`config.mk`:
```
export PLATFORM = sky130hd
export DESIGN_NAME = lf_adc_sched
export DESIGN_NICKNAME = d
export VERILOG_FILES = /design/src/rtl/lf_pkg.sv /design/src/rtl/lf_ssp_ser.sv /design/src/rtl/lf_adc_sched.sv
export SDC_FILE = /design/constraint.sdc
export NUM_CORES = 1
export LEC_CHECK = 0
export ABC_AREA = 1
export BUFFER_PORTS_ARGS = -buffer_cell sky130_fd_sc_hd__buf_4
export CAP_MARGIN = 30
export CORE_UTILIZATION = 45
export DETAILED_ROUTE_END_ITERATION = 10
export GPL_TIMING_DRIVEN = 0
export PLACE_DENSITY = 0.77
export SETUP_SLACK_MARGIN = 0.15
export SYNTH_ARGS = -nofsm -noshare
export SYNTH_HDL_FRONTEND = slang
export SYNTH_SLANG_ARGS = --single-unit
export TNS_END_PERCENT = 10
```
`constraint.sdc`:
```
create_clock -name pck0 -period 2.46 [get_ports pck0]
set_input_delay 0.369 -clock pck0 [delete_from_list [all_inputs] [get_ports pck0]]
set_output_delay 0.369 -clock pck0 [all_outputs]
set_load 0.005 [all_outputs]
```
`src/rtl/lf_pkg.sv`:
```
`default_nettype none
// ============================================================================
// Module      : lf_pkg
// Description : Shared types and constants for the LF ADC sampling path.
//               Holds the sequencer state encoding, the divider floor and
//               the sample phase within the low half-period.
// Revision    : 1.0 - initial release
// ============================================================================
package lf_pkg;

    typedef enum logic [1:0] {
        IDLE      = 2'd0,
        WAIT_TRIG = 2'd1,
        RUN       = 2'd2
    } lf_state_t;

    // Shortest allowed half-period is MIN_DIV+1 = 16 pck0 cycles, which
    // leaves room for a full 8-bit byte between consecutive sample points.
    localparam logic [7:0] MIN_DIV      = 8'd15;
    localparam logic [7:0] SAMPLE_PHASE = 8'd7;

    function automatic logic [7:0] clamp_div(input logic [7:0] d);
        return (d < MIN_DIV) ? MIN_DIV : d;
    endfunction

endpackage
`default_nettype wire

```
`src/rtl/lf_ssp_ser.sv`:
```
`default_nettype none
// ============================================================================
// Module      : lf_ssp_ser
// Description : 8-bit load/shift serializer for the SSP link. A load
//               captures a byte; the following 8 cycles present it MSB
//               first on ssp_din, with ssp_frame marking the MSB cycle.
// Ports       : clk, rst       - clock, synchronous active-high reset
//               load, data     - load strobe and byte to serialize
//               ssp_din        - serial data (0 when no byte in flight)
//               ssp_frame      - one-cycle frame marker aligned with MSB
// Revision    : 1.0 - initial release
// ============================================================================
module lf_ssp_ser (
    input  logic       clk,
    input  logic       rst,
    input  logic       load,
    input  logic [7:0] data,
    output logic       ssp_din,
    output logic       ssp_frame
);

    logic [7:0] r_shreg;
    logic [3:0] r_bit_cnt;

    always_ff @(posedge clk) begin
        if (rst) begin
            r_shreg   <= 8'd0;
            r_bit_cnt <= 4'd0;
        end else if (load) begin
            r_shreg   <= data;
            r_bit_cnt <= 4'd8;
        end else if (r_bit_cnt != 4'd0) begin
            r_shreg   <= {r_shreg[6:0], 1'b0};
            r_bit_cnt <= r_bit_cnt - 4'd1;
        end
    end

    // Gating on the bit counter keeps the line quiet between bytes even
    // if stale data were left in the shift register.
    assign ssp_din   = (r_bit_cnt != 4'd0) & r_shreg[7];
    assign ssp_frame = (r_bit_cnt == 4'd8);

endmodule
`default_nettype wire

```
`src/rtl/lf_adc_sched.sv`:
```
`default_nettype none
// ============================================================================
// Module      : lf_adc_sched
// Description : LF ADC sampling sequencer. Divides pck0 into the ADC /
//               antenna half-period clock, optionally waits for an
//               amplitude trigger, decimates samples and hands kept bytes
//               to the SSP serializer.
// Ports       : pck0, rst            - clock, synchronous active-high reset
//               divisor              - half-period length - 1 (min 15)
//               decim                - decimation ratio - 1
//               trig_en, trig_level  - trigger arm enable and threshold
//               arm, stop            - single-cycle start / stop requests
//               lf_field, ssp_dout   - field enable, ARM modulation bit
//               adc_d                - ADC sample
//               adc_clk, pwr_lo      - ADC clock, antenna drive
//               ssp_din, ssp_frame   - serialized sample stream to ARM
//               busy, sample_cnt     - status: active, kept-sample count
// Revision    : 1.0 - initial release
// ============================================================================
module lf_adc_sched
    import lf_pkg::*;
#(
    parameter int DECIM_W = 4,
    parameter int CNT_W   = 16
) (
    input  logic               pck0,
    input  logic               rst,
    input  logic [7:0]         divisor,
    input  logic [DECIM_W-1:0] decim,
    input  logic               trig_en,
    input  logic [7:0]         trig_level,
    input  logic               arm,
    input  logic               stop,
    input  logic               lf_field,
    input  logic               ssp_dout,
    input  logic [7:0]         adc_d,
    output logic               adc_clk,
    output logic               pwr_lo,
    output logic               ssp_din,
    output logic               ssp_frame,
    output logic               busy,
    output logic [CNT_W-1:0]   sample_cnt
);

    // ------------------------------------------------------------------
    // Half-period divider
    // ------------------------------------------------------------------
    logic [7:0] r_div_cnt;
    logic [7:0] r_eff_div;
    logic       r_clk_state;
    logic       r_adc_clk;
    logic       r_pwr_lo;
    logic       w_div_tc;
    logic       w_sample_pt;

    assign w_div_tc    = (r_div_cnt == r_eff_div);
    assign w_sample_pt = ~r_clk_state & (r_div_cnt == SAMPLE_PHASE);

    // eff_div is only re-latched at a half-period boundary so a divisor
    // change never produces a truncated or stretched half-period.
    always_ff @(posedge pck0) begin
        if (rst) begin
            r_div_cnt   <= 8'd0;
            r_eff_div   <= clamp_div(divisor);
            r_clk_state <= 1'b0;
            r_adc_clk   <= 1'b1;
            r_pwr_lo    <= 1'b0;
        end else begin
            r_pwr_lo <= lf_field & ~ssp_dout & r_clk_state;
            if (w_div_tc) begin
                r_div_cnt   <= 8'd0;
                r_clk_state <= ~r_clk_state;
                r_adc_clk   <= r_clk_state;
                r_eff_div   <= clamp_div(divisor);
            end else begin
                r_div_cnt <= r_div_cnt + 8'd1;
            end
        end
    end

    assign adc_clk = r_adc_clk;
    assign pwr_lo  = r_pwr_lo;

    // ------------------------------------------------------------------
    // Sequencer FSM
    // ------------------------------------------------------------------
    lf_state_t          r_state;
    lf_state_t          w_state_nxt;
    logic               w_start;
    logic               w_keep;
    logic               w_dec_step;
    logic [DECIM_W-1:0] r_dec_cnt;
    logic [CNT_W-1:0]   r_sample_cnt;

    always_ff @(posedge pck0) begin
        if (rst) begin
            r_state <= IDLE;
        end else begin
            r_state <= w_state_nxt;
        end
    end

    // stop takes priority everywhere, including over a simultaneous arm
    // and over a sample point that would otherwise be kept.
    always_comb begin
        w_state_nxt = r_state;
        w_start     = 1'b0;
        w_keep      = 1'b0;
        w_dec_step  = 1'b0;
        case (r_state)
            IDLE: begin
                if (arm && !stop) begin
                    w_start     = 1'b1;
                    w_state_nxt = trig_en ? WAIT_TRIG : RUN;
                end
            end
            WAIT_TRIG: begin
                if (stop) begin
                    w_state_nxt = IDLE;
                end else if (w_sample_pt && (adc_d >= trig_level)) begin
                    w_keep      = 1'b1;
                    w_state_nxt = RUN;
                end
            end
            RUN: begin
                if (stop) begin
                    w_state_nxt = IDLE;
                end else if (w_sample_pt) begin
                    if (r_dec_cnt == '0) begin
                        w_keep = 1'b1;
                    end else begin
                        w_dec_step = 1'b1;
                    end
                end
            end
            default: begin
                w_state_nxt = IDLE;
            end
        endcase
    end

    // The trigger sample counts as a kept sample, so it also reloads the
    // decimation counter; the next kept sample is decim+1 points later.
    always_ff @(posedge pck0) begin
        if (rst) begin
            r_dec_cnt    <= '0;
            r_sample_cnt <= '0;
        end else if (w_start) begin
            r_dec_cnt    <= '0;
            r_sample_cnt <= '0;
        end else if (w_keep) begin
            r_dec_cnt    <= decim;
            r_sample_cnt <= r_sample_cnt + 1'b1;
        end else if (w_dec_step) begin
            r_dec_cnt <= r_dec_cnt - 1'b1;
        end
    end

    assign busy       = (r_state != IDLE);
    assign sample_cnt = r_sample_cnt;

    // ------------------------------------------------------------------
    // SSP serializer
    // ------------------------------------------------------------------
    lf_ssp_ser u_ser (
        .clk       (pck0),
        .rst       (rst),
        .load      (w_keep),
        .data      (adc_d),
        .ssp_din   (ssp_din),
        .ssp_frame (ssp_frame)
    );

endmodule
`default_nettype wire

```
==> results of run 1 <==
==> registers in the layout, indices dropped and copies added, names as in the netlist <==
signal	flops
u_ser.r_shreg	8
r_state	2
r_clk_state	1
r_eff_div	8
u_ser.r_bit_cnt	4
r_dec_cnt	4
pwr_lo	1
r_div_cnt	8
sample_cnt	16
adc_clk	1
==> layer usage <==
metal  routed length (µm)  share of wire (%)  up-vias  global-route usage, %
li1                     -                  -     1472                      -
met1                 2730                 44     1293                   21.5
met2                 3190                 51       57                   34.4
met3                  241                3.9        6                   2.46
met4                   72                1.2        0                   6.01
met5                    0                  0        -                      0
==> power by group <==
group          switching, mW  internal, mW
Combinational          0.263         0.169
Sequential            0.0289         0.924
Clock                  0.285         0.404
Total                  0.577          1.50
==> metrics by stage <==
step | instances | power [mW] | hold slack, ns | setup slack, ns | cell area [µm²]
after floorplan | 425 | 1.27 | 0.438 | 0.740 | 3050
after global placement | 557 | 1.40 | 0.450 | 0.451 | 3560
after detailed placement | 557 | 1.41 | 0.454 | 0.393 | 3560
after CTS | 565 | 2.10 | 0.200 | 0.379 | 3690
after global routing | 565 | 2.20 | 0.193 | 0.208 | 3690
final | 565 | 2.07 | 0.213 | 0.417 | 3690
==> kinds of logic (layout without fill, tap and decap cells) <==
family                     count (synthesis)  count (layout)
DFF                                       53              53
AOI/OAI and AO/OA                         49              49
and+or+nand+nor                          217             217
adders and majority gates                 15              15
xor gates and xnor gates                  15              15
buffers and inverters                     76             139
==> cells in the mapped netlist, drive strengths merged <==
cell / count
nand3: 27
xor2: 13
xnor2: 2
inv: 62
o41ai: 1
or2: 7
o22ai: 2
a21oi: 21
nor3: 9
nand2: 102
ha: 15
clkinv: 2
nand4: 13
nor2: 57
dfxtp: 45
o21a: 1
nor3b: 1
buf: 3
clkbuf: 9
o21ai: 22
nor4: 1
edfxtp: 8
a21boi: 2
==> worst paths after layout <==
check / start / end / slack, ns / cells after the start
setup / recovery: u_ser.r_bit_cnt[0] / ssp_din / 0.42 / 7
hold / removal: ssp_dout / pwr_lo / 0.21 / 2
setup reg to reg: r_state[0] / sample_cnt[13] / 0.60 / 6
hold reg to reg: adc_clk / adc_clk / 0.46 / 2
==> worst register-to-register path, delay by kind of cell (launching register included) <==
family / cells / cell delay [ns]
and+or+nand+nor: 1 / 0.14
buffers and inverters: 3 / 0.84
DFF: 1 / 0.37
AOI/OAI and AO/OA: 1 / 0.17
adders and majority gates: 1 / 0.27
==> area by class of cell <==
type                       instances  area (µm²)  area share (%)
buffer                            12        63.8            1.73
sequential                        53        1140            30.9
tap                               77        96.3            2.61
clock inverter                     3        65.1            1.76
multi-input combinational        296        1610            43.4
clock buffer                       5        68.8            1.86
timing repair buffer              55         413            11.2
inverter                          64         241            6.54
==> out/metrics.cfg, run 1 <==
[outcome]
status=finished with violations
violations=design-rule violations

[layout]
drive_gt1_share_pct=17.8
diodes=0
area_growth_pct=21.1
postLayoutCoreUtil_pct=57.2
nNetsFinal=537
fillers=620
final_cell_mix=nand2_1, inv_1, nor2_1, buf_4, dfxtp_1
final_common_cell=nand2_1

[synthesis]
synth_area_leader_cell=dfxtp_1
synthDistinctLibCells=36
synthDominantCellAreaShare_pct=29.5
ys_warn_count=0
postSynthCellCount=425
synthMuxAreaShare_pct=0
synth_compound_area_share_pct=8.98
syn-num-nets=475
syn_avg_cell_area_um2=7.18
synth-xor-area-share_pct=4.31
synth-seq-cells=53
synth-simple-area-share_pct=33.2
synth_fa_ha_area_share_pct=6.15
syn_area_um2=3050
synth.yosys.seq_area_share_pct=37.4
synth_top_family_by_area=simple AND/OR/NAND/NOR gates
synth.area.top_cells=dfxtp_1, nand2_1, edfxtp_1, inv_1, nor2_1

[setup_path]
end_kind=output pin
cpPeakStageDelay_ns=0.34
cp_common_cell=nor2_1
critPathLaunchType=flip-flop
path_cells=inv_1 > ha_1 > nand2_1 > nor2_1 > clkbuf_1 > nor2_1 > buf_4
worst-setup-path-type=reg -> out
cp.arrival_ns=1.67
cp.required_ns=2.09
worstPathMaxFanout=10
cp_num_buf_inv=3
critPathTopFamily=buffers and inverters
critPathSlowestCell=dfxtp_1

[floorplanning]
die_h_um=84.4
rows=29
die-area_um2=7110
chipWidth_um=84.4
initial_core_util_pct=47.2
ios=56
core_area_um2=6460

[place]
port_buffers=55
hpwl_um=4890
gp_congestion=0.858

[detailed_routing]
drtPass1Iterations=7
drt.antenna.violating_nets=0
drtIter0Drc=80
drc=2
post_drt_wl_per_cell_um=11.0
via_count=2828
finalWirelength_um=6230
viasPerCell=5.01

[timing]
min_period_over_period_pct=83.0
finClkSkew_ns=0.00562
setup_tns_ns=0
rsz0062_at_grt=no
fmax_mhz=489
tightest_slew_ns=0.614
slew_violations=0
fin_crit_ns=2.04
setup_violations=0
timing.final.hold_violations=0
slew_headroom_pct=58.6

[clocking]
ctsResizeCount=0
cts_made_buffers=5
cts_sinks=53
root_buffer=clkbuf_8
cts_max_level=2
cts_buffer_depth=2
cts_tree=built
hold_buffers=0
post_cts_buffers=0
clk-insertion-delay-late_ns=0.30
path_clk_slew_ns=0.09

[global_routing]
grt_start_max_net_pins=18
grt_pass1_wl_um=10800
first_global_vias=2602
antenna_found_initial=0
grt_usage_pct=18.3
grt_overflow_total=0

[power]
power_density_nw_per_um2=561
p_leak_nw=1.64
irDropWorstVdd_uv=265

[job]
maxCapViolCount=0

[worst_hold_path]
hold_class=in -> reg

No activity file was read; power rests on OpenSTA's default activity.
==> run 2: changes to the inputs <==
PLACE_DENSITY = 0.79   (was 0.77)
clock period = 1.7 ns   (was 2.46 ns; I/O delays follow)
==> out/metrics.cfg, run 2 (same netlist as run 1, synthesis figures left out) <==
[timing]
slew_violations=0  ; unchanged
fin_crit_ns=1.64
finClkSkew_ns=0.00868  ; +0.00306 ns
slew_headroom_pct=59.2  ; +0.60 points
tightest_slew_ns=0.605  ; -0.00888 ns
timing.final.hold_violations=0  ; unchanged
fmax_mhz=611
setup_violations=0  ; unchanged
min_period_over_period_pct=96.2
rsz0062_at_grt=yes
fin_ws_ns=0.0646  ; -0.352 ns

[detailed_routing]
finalWirelength_um=6870  ; +10%
drt.antenna.violating_nets=0  ; unchanged
drtIter0Drc=110  ; +38%
post_drt_wl_per_cell_um=11.9  ; +7.9%
drtPass1Iterations=7  ; unchanged
drc=2  ; unchanged
viasPerCell=5.06  ; +1.1%
via_count=2921  ; +3.3%

[global_routing]
grt_overflow_total=0  ; unchanged
grt_pass1_wl_um=11500  ; +6.4%
antenna_found_initial=0  ; unchanged
first_global_vias=2690  ; +3.4%
grt_usage_pct=19.5  ; +1.2 points
grt_start_max_net_pins=18  ; unchanged

[power]
irDropWorstVdd_uv=412  ; +56%
power_mw=3.11  ; +50%
power_density_nw_per_um2=775  ; +38%
p_leak_nw=1.71  ; +4.5%

[setup_path]
critPathLaunchType=flip-flop
cp-endpoint=sample_cnt[9]
worstPathMaxFanout=6  ; -4
r2r_start=r_div_cnt[0]
startpoint=r_div_cnt[0]
end_kind=flip-flop
r2r_end=sample_cnt[9]
cp.arrival_ns=1.88  ; +0.21 ns
cp.required_ns=1.95  ; -0.14 ns
reg2regPathDepth=12  ; +6
rrSetupSlack_ns=0.06  ; -0.54 ns
worst-setup-path-type=reg -> reg

[layout]
final_common_cell=nand2_1
stdcell_area_um2=4020  ; +8.7%
nNetsFinal=549  ; +2.2%
postLayoutCoreUtil_pct=62.2  ; +5.0 points
stdcell_count=577  ; +2.1%
drive_gt1_share_pct=30.4  ; +13 points
final_cell_mix=nand2_1, buf_4, inv_1, nor2_1, dfxtp_1
area_growth_pct=31.6
largest_reg_flops=16  ; unchanged
fillers=557  ; -10%
diodes=0  ; unchanged

[worst_hold_path]
hold_class=in -> reg

[floorplanning]
rows=29  ; unchanged
die_h_um=84.4  ; unchanged
ios=56  ; unchanged
chipWidth_um=84.4  ; unchanged
die-area_um2=7110  ; unchanged
core_area_um2=6460  ; unchanged
initial_core_util_pct=47.2  ; unchanged

[job]
maxCapViolCount=0  ; unchanged

[place]
gp_congestion=0.874  ; +1.9%
pre_cts_ws_ns=-0.153  ; -0.547 ns
post_dp_cell_area_um2=3630  ; +2.1%
dp.cells=557  ; unchanged
port_buffers=55  ; unchanged
hpwl_um=4760  ; -2.6%

[clocking]
cts_buffer_depth=2  ; unchanged
hold_buffers=0  ; unchanged
clk-insertion-delay-late_ns=0.31  ; about the same
cts_sinks=53  ; unchanged
root_buffer=clkbuf_8
cts_made_buffers=5  ; unchanged
cts_max_level=2  ; unchanged
path_clk_slew_ns=0.10  ; about the same
cts_tree=built

[outcome]
status=finished with violations
violations=design-rule violations

[run 2: cell count changes in the layout (fill, tap and decap cells not counted), moves of 7 or more]
cell / delta
dfxtp_2: +8
dfxtp_1: -8
inv_2: +7
nand2_1: -9
buf_4: +7
inv_1: -10
[run 2: worst min path at each step]
stage               cells past startpoint  slack, ns      from    endpoint
global route                            2        0.1  ssp_dout      pwr_lo
finish                                  2       0.09  ssp_dout      pwr_lo
global placement                        2       0.42  ssp_dout      pwr_lo
CTS                                     2       0.09  ssp_dout      pwr_lo
floorplan                               1       0.32       rst  r_state[0]
detailed placement                      2       0.42  ssp_dout      pwr_lo
[run 2: cell type report]
| class | count | area [µm²] | share of cell area, % |
|---|---|---|---|
| clock inverter | 3 | 12.5 | 0.312 |
| tap | 77 | 96.3 | 2.40 |
| multi-input combinational | 297 | 1820 | 45.2 |
| buffer | 12 | 88.8 | 2.21 |
| sequential | 53 | 1150 | 28.7 |
| inverter | 64 | 263 | 6.54 |
| timing repair buffer | 66 | 519 | 12.9 |
| clock buffer | 5 | 68.8 | 1.71 |
[run 2: through the flow]
stage	hold slack, ns	TNS, ns
CTS	0.0928	0
floorplan	0.324	0
finish	0.0905	0
global route	0.0951	-0.0193
detailed placement	0.423	-3.43
global placement	0.417	-3.15
[run 2: timing repair]
item,CTS,global route
resized for setup,32,39
pin swaps,9,20
setup endpoints to repair,44,44
setup buffers,10,0
cloned,2,0
[run 2: where the power goes]
group | switching, mW | internal [mW]
Clock | 0.422 | 0.279
Combinational | 0.561 | 0.459
Sequential | 0.0492 | 1.34
[run 2: critical path: stages, from the launching register on]
cell	delay, ns
dfxtp_2	0.36
ha_4	0.14
nand2_2	0.05
clkinv_2	0.06
nand3_4	0.08
nor2_8	0.16
nand3_4	0.13
a21boi_4	0.23
buf_4	0.14
nand2_1	0.04
nand2_1	0.05
inv_1	0.03
nor2_1	0.10
[run 2: per-layer routing]
layer	wire length, µm	vias to the layer above	GRT usage, %
li1	-	1505	-
met1	3030	1335	22.9
met2	3450	67	35.4
met3	238	14	3.64
met4	153	0	7.40
met5	0	-	0
